[src/rtl/gray_stream_ci_if.sv]
`default_nettype none
// ============================================================================
// Module   : gray_stream_ci_if
// Brief    : CPU custom-instruction bus bundle for the grayscale stream engine.
// Revision : 1.0 - initial release
// ============================================================================
interface gray_stream_ci_if;
    logic        ciStart;
    logic        ciCke;
    logic [7:0]  ciN;
    logic [31:0] ciValueA;
    logic [31:0] ciValueB;
    logic        ciDone;
    logic [31:0] ciResult;

    modport master (
        output ciStart, ciCke, ciN, ciValueA, ciValueB,
        input  ciDone, ciResult
    );

    modport slave (
        input  ciStart, ciCke, ciN, ciValueA, ciValueB,
        output ciDone, ciResult
    );
endinterface
`default_nettype wire

[src/rtl/gray_stream_ci.sv]
`default_nettype none
// ============================================================================
// Module   : gray_stream_ci
// Brief    : Custom-instruction engine converting RGB565 pixel quads to packed
//            grayscale words, buffered in a FIFO and collected by POP.
// Revision : 1.0 - initial release
// ============================================================================
module gray_stream_ci #(
    parameter logic [7:0] customInstructionId = 8'd0,
    parameter int         FIFO_DEPTH          = 16
) (
    input  wire logic          clock,
    input  wire logic          reset,
    gray_stream_ci_if.slave    ci
);

    localparam int c_PTR_W = $clog2(FIFO_DEPTH);
    localparam int c_CNT_W = c_PTR_W + 1;
    localparam int c_OCC_W = c_CNT_W + 1;

    localparam logic [1:0] c_OP_POP    = 2'd0;
    localparam logic [1:0] c_OP_STATUS = 2'd1;
    localparam logic [1:0] c_OP_CLEAR  = 2'd2;

    typedef enum logic [1:0] {
        S_IDLE     = 2'd0,
        S_RESP     = 2'd1,
        S_POP_WAIT = 2'd2
    } state_t;

    // Luma weights 77/150/29 over 8-bit-expanded channels, scaled by 256.
    function automatic logic [7:0] f_gray(input logic [15:0] p);
        logic [15:0] sum;
        sum = 16'd77  * {8'd0, p[15:11], p[15:13]}
            + 16'd150 * {8'd0, p[10:5],  p[10:9]}
            + 16'd29  * {8'd0, p[4:0],   p[4:2]};
        sum = sum >> 8;
        return sum[7:0];
    endfunction

    state_t               r_state;
    logic [31:0]          r_result;
    logic                 r_s1_valid;
    logic [31:0]          r_s1_a;
    logic [31:0]          r_s1_b;
    logic                 r_s2_valid;
    logic [31:0]          r_s2_word;
    logic [31:0]          r_mem [FIFO_DEPTH];
    logic [c_PTR_W-1:0]   r_rd_ptr;
    logic [c_PTR_W-1:0]   r_wr_ptr;
    logic [c_CNT_W-1:0]   r_count;
    logic                 r_overflow;
    logic                 r_underflow;

    logic                 w_push_acc;
    logic                 w_ctrl_acc;
    logic [1:0]           w_op;
    logic [1:0]           w_inflight;
    logic [c_OCC_W-1:0]   w_occupancy;
    logic                 w_room;
    logic                 w_fifo_empty;
    logic                 w_pop_now;
    logic                 w_clear;
    logic                 w_fifo_wr;
    logic [31:0]          w_status;

    always_comb begin
        w_push_acc   = ci.ciStart && (r_state == S_IDLE) && (ci.ciN == customInstructionId);
        w_ctrl_acc   = ci.ciStart && (r_state == S_IDLE) && (ci.ciN == customInstructionId + 8'd1);
        w_op         = ci.ciValueA[1:0];
        w_inflight   = {1'b0, r_s1_valid} + {1'b0, r_s2_valid};
        w_occupancy  = c_OCC_W'(r_count) + c_OCC_W'(w_inflight);
        w_room       = w_occupancy < c_OCC_W'(FIFO_DEPTH);
        w_fifo_empty = (r_count == '0);
        w_pop_now    = (w_ctrl_acc && (w_op == c_OP_POP) && !w_fifo_empty)
                    || ((r_state == S_POP_WAIT) && !w_fifo_empty);
        w_clear      = w_ctrl_acc && (w_op == c_OP_CLEAR);
        // A word landing in the same cycle as CLEAR is discarded.
        w_fifo_wr    = r_s2_valid && !w_clear;
        w_status     = {r_overflow, r_underflow, 12'd0, w_inflight, 16'(r_count)};
    end

    always_ff @(posedge clock) begin
        if (reset) begin
            r_state     <= S_IDLE;
            r_result    <= '0;
            r_s1_valid  <= 1'b0;
            r_s1_a      <= '0;
            r_s1_b      <= '0;
            r_s2_valid  <= 1'b0;
            r_s2_word   <= '0;
            r_rd_ptr    <= '0;
            r_wr_ptr    <= '0;
            r_count     <= '0;
            r_overflow  <= 1'b0;
            r_underflow <= 1'b0;
        end else if (ci.ciCke) begin
            if (w_clear) begin
                r_s1_valid  <= 1'b0;
                r_s2_valid  <= 1'b0;
                r_rd_ptr    <= '0;
                r_wr_ptr    <= '0;
                r_count     <= '0;
                r_overflow  <= 1'b0;
                r_underflow <= 1'b0;
            end else begin
                r_s1_valid <= w_push_acc && w_room;
                if (w_push_acc && w_room) begin
                    r_s1_a <= ci.ciValueA;
                    r_s1_b <= ci.ciValueB;
                end
                r_s2_valid <= r_s1_valid;
                r_s2_word  <= {f_gray(r_s1_b[31:16]), f_gray(r_s1_b[15:0]),
                               f_gray(r_s1_a[31:16]), f_gray(r_s1_a[15:0])};
                if (w_fifo_wr) r_wr_ptr <= r_wr_ptr + 1'b1;
                if (w_pop_now) r_rd_ptr <= r_rd_ptr + 1'b1;
                r_count <= r_count + {{c_PTR_W{1'b0}}, w_fifo_wr}
                                   - {{c_PTR_W{1'b0}}, w_pop_now};
                if (w_push_acc && !w_room) r_overflow <= 1'b1;
                if (w_ctrl_acc && (w_op == c_OP_POP) && w_fifo_empty && (w_inflight == 2'd0))
                    r_underflow <= 1'b1;
            end

            case (r_state)
                S_IDLE: begin
                    if (w_push_acc) begin
                        r_result <= '0;
                        r_state  <= S_RESP;
                    end else if (w_ctrl_acc) begin
                        r_result <= '0;
                        r_state  <= S_RESP;
                        if (w_op == c_OP_POP) begin
                            if (!w_fifo_empty) begin
                                r_result <= r_mem[r_rd_ptr];
                            end else if (w_inflight != 2'd0) begin
                                r_state <= S_POP_WAIT;
                            end
                        end else if (w_op == c_OP_STATUS) begin
                            r_result <= w_status;
                        end
                    end
                end
                S_POP_WAIT: begin
                    if (!w_fifo_empty) begin
                        r_result <= r_mem[r_rd_ptr];
                        r_state  <= S_RESP;
                    end
                end
                S_RESP: begin
                    r_result <= '0;
                    r_state  <= S_IDLE;
                end
                default: begin
                    r_result <= '0;
                    r_state  <= S_IDLE;
                end
            endcase
        end
    end

    always_ff @(posedge clock) begin
        if (!reset && ci.ciCke && w_fifo_wr) begin
            r_mem[r_wr_ptr] <= r_s2_word;
        end
    end

    // Done is qualified by the clock enable so it lasts exactly one enabled cycle.
    assign ci.ciDone   = (r_state == S_RESP) && ci.ciCke;
    assign ci.ciResult = ci.ciDone ? r_result : 32'd0;

endmodule
`default_nettype wire

[src/flat_wrapper.sv]
// flat-port wrapper written by rule: the top's interface ports become plain ports
module gray_stream_ci_flat 
#(
    parameter logic [7:0] customInstructionId = 8'd0,
    parameter int         FIFO_DEPTH          = 16
)
  (clock, reset, ci_ciStart, ci_ciCke, ci_ciN, ci_ciValueA, ci_ciValueB, ci_ciDone, ci_ciResult);
  gray_stream_ci_if ci_i ();
  input  wire logic clock;
  input  wire logic reset;
  input wire logic [$bits(ci_i.ciStart)-1:0] ci_ciStart;
  input wire logic [$bits(ci_i.ciCke)-1:0] ci_ciCke;
  input wire logic [$bits(ci_i.ciN)-1:0] ci_ciN;
  input wire logic [$bits(ci_i.ciValueA)-1:0] ci_ciValueA;
  input wire logic [$bits(ci_i.ciValueB)-1:0] ci_ciValueB;
  output wire logic [$bits(ci_i.ciDone)-1:0] ci_ciDone;
  output wire logic [$bits(ci_i.ciResult)-1:0] ci_ciResult;
  assign ci_i.ciStart = ci_ciStart;
  assign ci_i.ciCke = ci_ciCke;
  assign ci_i.ciN = ci_ciN;
  assign ci_i.ciValueA = ci_ciValueA;
  assign ci_i.ciValueB = ci_ciValueB;
  assign ci_ciDone = ci_i.ciDone;
  assign ci_ciResult = ci_i.ciResult;
  gray_stream_ci #(.customInstructionId(customInstructionId), .FIFO_DEPTH(FIFO_DEPTH)) u_core (.clock(clock), .reset(reset), .ci(ci_i));
endmodule
[config.mk]
export PLATFORM = sky130hd
export DESIGN_NAME = gray_stream_ci_flat
export DESIGN_NICKNAME = d
export VERILOG_FILES = /design/src/rtl/gray_stream_ci_if.sv /design/src/rtl/gray_stream_ci.sv /design/src/flat_wrapper.sv
export SDC_FILE = /design/constraint.sdc
export NUM_CORES = 1
export LEC_CHECK = 0
export ABC_AREA = 1
export BUFFER_PORTS_ARGS = -buffer_cell sky130_fd_sc_hd__buf_2
export CAP_MARGIN = 20
export CORE_UTILIZATION = 25
export DETAILED_ROUTE_END_ITERATION = 8
export PLACE_DENSITY = 0.4
export SLEW_MARGIN = 20
export SYNTH_ARGS = -nofsm -noshare
export SYNTH_HDL_FRONTEND = slang
export SYNTH_SLANG_ARGS = --single-unit
export TNS_END_PERCENT = 5
[constraint.sdc]
create_clock -name clock -period 8.2 [get_ports clock]
set_input_delay 1.64 -clock clock [delete_from_list [all_inputs] [get_ports clock]]
set_output_delay 1.64 -clock clock [all_outputs]
set_load 0.1 [all_outputs]
# Yosys cells after proc, flatten, opt, wreduce, memory -nomap -nowiden
# Memories as Yosys holds them, arrays and structs flattened. A register that Yosys moved wholly into a read port is not among the register bits.
# Index checks and enable logic that the tools add are counted.
[word_totals]
output_inout_bits = 33
n_memories = 1
ramBits = 512
register_bits = 147
[mem_list]
columns = ["memory", "depth", "word_bits", "read_ports", "rd_clocked_by_memory_dff", "write_ports", "line_no", "rtl"]
rows = [
  ["u_core.r_mem", 16, 32, 1, 1, 1, "gray_stream_ci.sv:48", "logic [31:0] r_mem [FIFO_DEPTH];"],
]
[op_classes]
n_reduce_logical = 37
add_sub_neg = 14
n_bitwise = 1
magnitude_cmp = 1
muxes = 30
eq_ne = 7
multipliers = 12
[ops]
columns = ["operator", "count"]
rows = [
  ["$mux W32", 7],
  ["$mul A7 B8 Y15 const A", 8],
  ["$add A15 B16 Y16", 4],
  ["$add A16 B13 Y16", 4],
  ["$pmux W32 S2", 1],
  ["$mul A5 B8 Y13 const A", 4],
  ["$mux W4", 6],
  ["$logic_and A1 B1 Y1", 15],
  ["$mux W2", 6],
  ["$reduce_and A2 Y1", 5],
  ["$reduce_bool A2 Y1", 5],
  ["$add A4 B1 Y4 const B", 2],
  ["$eq A8 B1 Y1 const B", 1],
  ["$logic_not A8 Y1", 1],
  ["$mux W1", 8],
  ["$add A5 B2 Y6", 1],
  ["$logic_not A2 Y1", 3],
  ["$lt A6 B5 Y1 const B", 1],
  ["$reduce_and A3 Y1", 2],
  ["$add A5 B1 Y5", 1],
  ["$logic_not A5 Y1", 1],
  ["$mux W5", 1],
  ["$sub A5 B1 Y5", 1],
  ["$eq A2 B1 Y1 const B", 2],
  ["other kinds (8)", 12],
]

# Logic depth before layout (Yosys ltp)
[depth]
depth_word = 10
depth_mapped = 31
mapped_depth_nobuf = 31

# Worst setup path after synthesis
# Ideal clock, no wire load.
[synth_timing]
kind = "input-to-output"
startpoint = "input ci_ciCke"
endpoint = "output ci_ciResult[10]"
stages = 6
arrival_ns = 5.949
slack_ns = 0.611
cell_sequence = "buf_2 -> inv_1 -> nor3_1 -> inv_1 -> clkbuf_1 -> nor2_1"
[synth_between]
elab_chain_cells = 2
[synth_lines]
columns = ["item", "line_no", "rtl"]
rows = [
  ["start, declared", "flat_wrapper.sv:12", "input wire logic [$bits(ci_i.ciCke)-1:0] ci_ciCke;"],
  ["$logic_and A1 B1 Y1", "gray_stream_ci.sv:168", "assign ci.ciDone = (r_state == S_RESP) && ci.ciCke;"],
  ["net ci_ciDone", "flat_wrapper.sv:16", "output wire logic [$bits(ci_i.ciDone)-1:0] ci_ciDone;"],
  ["$mux W32", "gray_stream_ci.sv:169", "assign ci.ciResult = ci.ciDone ? r_result : 32'd0;"],
  ["end, declared", "flat_wrapper.sv:17", "output wire logic [$bits(ci_i.ciResult)-1:0] ci_ciResult;"],
]
# The timed path passes the listed nets, and every way through them passes these cells.

# Final worst setup path
[layout_timing]
startpoint = "register u_core.r_s1_b[25]"
endpoint = "register u_core.r_s2_word[30]"
[layout_between]
elab_chain_cells = 3
[layout_lines]
columns = ["item", "line_no", "rtl"]
rows = [
  ["start, declared", "gray_stream_ci.sv:45", "logic [31:0] r_s1_b;"],
  ["start signal, assigned", "gray_stream_ci.sv:110", "r_s1_b <= ci.ciValueB;"],
  ["$mul A7 B8 Y15", "gray_stream_ci.sv:35", "+ 16'd150 * {8'd0, p[10:5], p[10:9]}"],
  ["$add A15 B16 Y16", "gray_stream_ci.sv:35", ""],
  ["$add A16 B13 Y16", "gray_stream_ci.sv:36", "+ 16'd29 * {8'd0, p[4:0], p[4:2]};"],
  ["end signal, assigned", "gray_stream_ci.sv:113", "r_s2_word <= {f_gray(r_s1_b[31:16]), f_gray(r_s1_b[15:0]),"],
  ["end, declared", "gray_stream_ci.sv:47", "logic [31:0] r_s2_word;"],
]
# Every way passes these cells.
# A chain may end at the register's enable or synchronous reset.

==> impl_results.md <==
- Status: finished, final reports clean
- Num CTS Buffers: 80
- Worst r2r src: u_core.r_s1_b[25]
- Hold Crit Start: u_core.r_result[10]
- Setup-failing EPs final: 0
- CTS max path bufs: 3
- Core area: 157,000 um^2
- Clock skew: 34.6 ps
- CP arrival: 6740 ps
- Post-route minimum period: 6180 ps
- Routed wire length: roughly 110,000 um
- Maximum fanout along the worst path: 8
- Area occupied by multi-input gates: 18,400 um^2
- Number of flops mapped to enable cells by yosys: 512
- Clk sinks: 663
- Yosys top cell area share: 0.388
- # IOs: 109
- Yosys reg bits: between 600 and 700
- CTS tree: yes
- Synth warn: 0
- Clock root buffer: clkbuf_16
- Cell Pwr Density: about 160 nW/um^2
- Setup TNS: 0 ps
- DIE HEIGHT: 400 um
- Die area: roughly 160,000 um^2
- Synth area leaders: edfxtp_1 39%, ha_1 11%, fa_1 11%
- CTS Hold Bufs: 0
- CTS-repair resized insts: 0
- Avg Cell Area, Syn: about 10 um^2
- Seq/Total Area, Yosys: 0.464
- Dominant synthesized flop cell: edfxtp_1
- Iteration count of the initial detailed-routing pass: 5
- Adder-cell area share of the yosys netlist: 0.219
- CP Capture Type: register
- Post-synthesis xor/xnor area fraction: 0.0106
- Initial antenna violation count: 2
- R2R depth: 23
- Max Fclk: 162 MHz
- CP Launch Point: u_core.r_s1_b[25]
- Max Cap Violations: 0
- Setup crit end: u_core.r_s2_word[30]
- Slew headroom: 0.248
- DRC: 0
- Crit path launch type: register
- RSZ-0062 raised after global routing: false
- Placed instance area: ~42,000 um^2
- Leak: 19.2 nW
- Share of post-route cells with drive strength above 1: 0.0724
- Vias: 27,300
- Worst-margin pin slew: roughly 1100 ps
- Clk_lat worst skew: 680 ps
- Final Hold Vio Count: 0
- Congestion Overflow GR: 0
- FF-to-FF End: u_core.r_s2_word[30]
- Die Width: 400 um
- Drt via density: 4.39
- Initial Utilization: 0.253
- Maximum number of pins on one net before global-route repair: 146
- Final Max Tran Viols: 0
- First-pass GRT wire length: 172,000 um
- Register area: 18,400 um^2
- Vias in the first global route: 28,100
- Nets: 4,737
- R2R setup slack: 2020 ps
- Asr flop ratio synth: 0
- Wirelength per Cell: 17.9 um
- Global-route usage over all layers: 0.139
- Post-Synth Simple-Gate Area: 0.136
- Gpl congestion: 0.772
- Hold Path Class: reg2reg
- H-tree depth: 3
- Initial drt markers: 1,461
- Post-route ant nets: 0
- Synth cell types: 45
- Post-route cell area: 45,000 um^2
- Setup Fix Bufs, Post-CTS: 0
- Critical path type: reg2reg
- FP Rows: 145
- Post-synthesis compound-gate area fraction: 0.0950
- Clock Pin Slew Worst Setup and Hold Paths: 60 ps
- Number of antenna diodes: 0
- DP HPWL: a little over 70,000 um
- Area growth from synthesis to layout: 13.5%
- Syn_nets: 4,662
- Largest family of logic cells by synthesized area: adder cells
- Mapped cell area: 39,700 um^2
- Crit path required time: 8760 ps
- Leading area contributor after synthesis: edfxtp_1
- Worst vdd ir: approximately 0.17 mV
- Post-route clock period utilization: 0.753
- Cell count after synthesis: 4,021
- Port Buffer Count: 108
- Mux cell area share after synthesis: 0
- Fillers: 16,500
-- worst min path at each step --
stage                          endpoint  slack, ps  depth (start not counted)
CTS                  u_core.r_result[9]        470                          2
floorplan            u_core.r_underflow        440                          2
global route         u_core.r_result[6]        490                          2
detailed placement   u_core.r_result[9]        460                          2
finish              u_core.r_result[10]        470                          2
global placement     u_core.r_underflow        460                          2
-- cell families after synthesis --
family	Yosys count
XOR/XNOR	48
adder cells (fa/ha/maj)	565
buffers and inverters	752
flip-flops	663
AND/OR/NAND/NOR	1328
AO/OA/AOI/OAI	665
-- flip-flops by register name (all words and copies together), names as in the netlist, 2 cells and up, named ones only --
register          flops
u_core.r_state        2
u_core.r_rd_ptr       4
u_core.r_mem        512
u_core.r_s1_a        32
u_core.r_s1_b        32
u_core.r_s2_word     32
u_core.r_result      32
u_core.r_count        5
u_core.r_wr_ptr       4
-- synthesized netlist by cell type (26+ instances only) --
| cell | n |
|---|---|
| clkbuf_1 | 83 |
| nand4_1 | 26 |
| o21ai_0 | 326 |
| buf_2 | 41 |
| a21oi_1 | 149 |
| o211ai_1 | 114 |
| nor2_1 | 622 |
| nand3_1 | 179 |
| fa_1 | 217 |
| inv_1 | 596 |
| edfxtp_1 | 512 |
| nand2_1 | 452 |
| ha_1 | 348 |
| dfxtp_1 | 151 |
-- power breakdown --
group,internal [mW],switching (mW)
Clock,1.96,1.47
Combinational,0.0410,0.0780
Sequential,3.62,0.0494
Total,5.62,1.59
-- worst max-delay path: stages (launching register included) --
cell and delay, ps:
dfxtp_1 530, ha_1 300, ha_1 270, inv_1 40, fa_1 450, fa_1 490, inv_1 40, ha_1 340
xnor2_1 300, fa_1 490, fa_1 510, inv_1 50, fa_1 430, fa_1 510, inv_1 40, ha_1 340
a21oi_1 290, o21ai_0 140, a21oi_1 200, nand2_1 70, nand2_1 50, nand3_1 60, nand2_1 90, inv_1 40
-- layer usage --
metal,vias to the layer above,share of wire,GRT usage
met4,2,0.019,0.0317
met3,121,0.029,0.0181
met5,-,0.00012,0
li1,13600,-,-
met1,13200,0.49,0.193
met2,341,0.46,0.231
-- through the flow --
step                      std cells  power (mW)   util  hold slack [ps]  setup WS [ps]
after floorplan                4021        3.79      -              437            611
after global placement         6072        3.86  0.271              455           1980
after detailed placement       6072        3.87  0.271              457           2000
after CTS                      6217        7.33  0.287              466           1980
after global routing           6217        7.48  0.287              489           1550
final                          6217        7.22  0.287              466           2020
-- layout by cell type, fill, tap and decap left out, types with 147 or more instances in the layout --
cell	count
edfxtp_1	512
nor2_1	606
dfxtp_1	147
ha_1	348
fa_1	217
o21ai_0	326
a21oi_1	149
nand3_1	179
inv_1	594
nand2_1	452
-- final cells by class --
class | count | area share
multi-input combinational | 2606 | 0.409
sequential | 663 | 0.409
tap | 2058 | 0.0572
inverter | 602 | 0.0504
clock buffer | 116 | 0.0501
timing repair buffer | 143 | 0.0182
clock inverter | 29 | 0.00606
No activity file was read; power rests on OpenSTA's default activity.
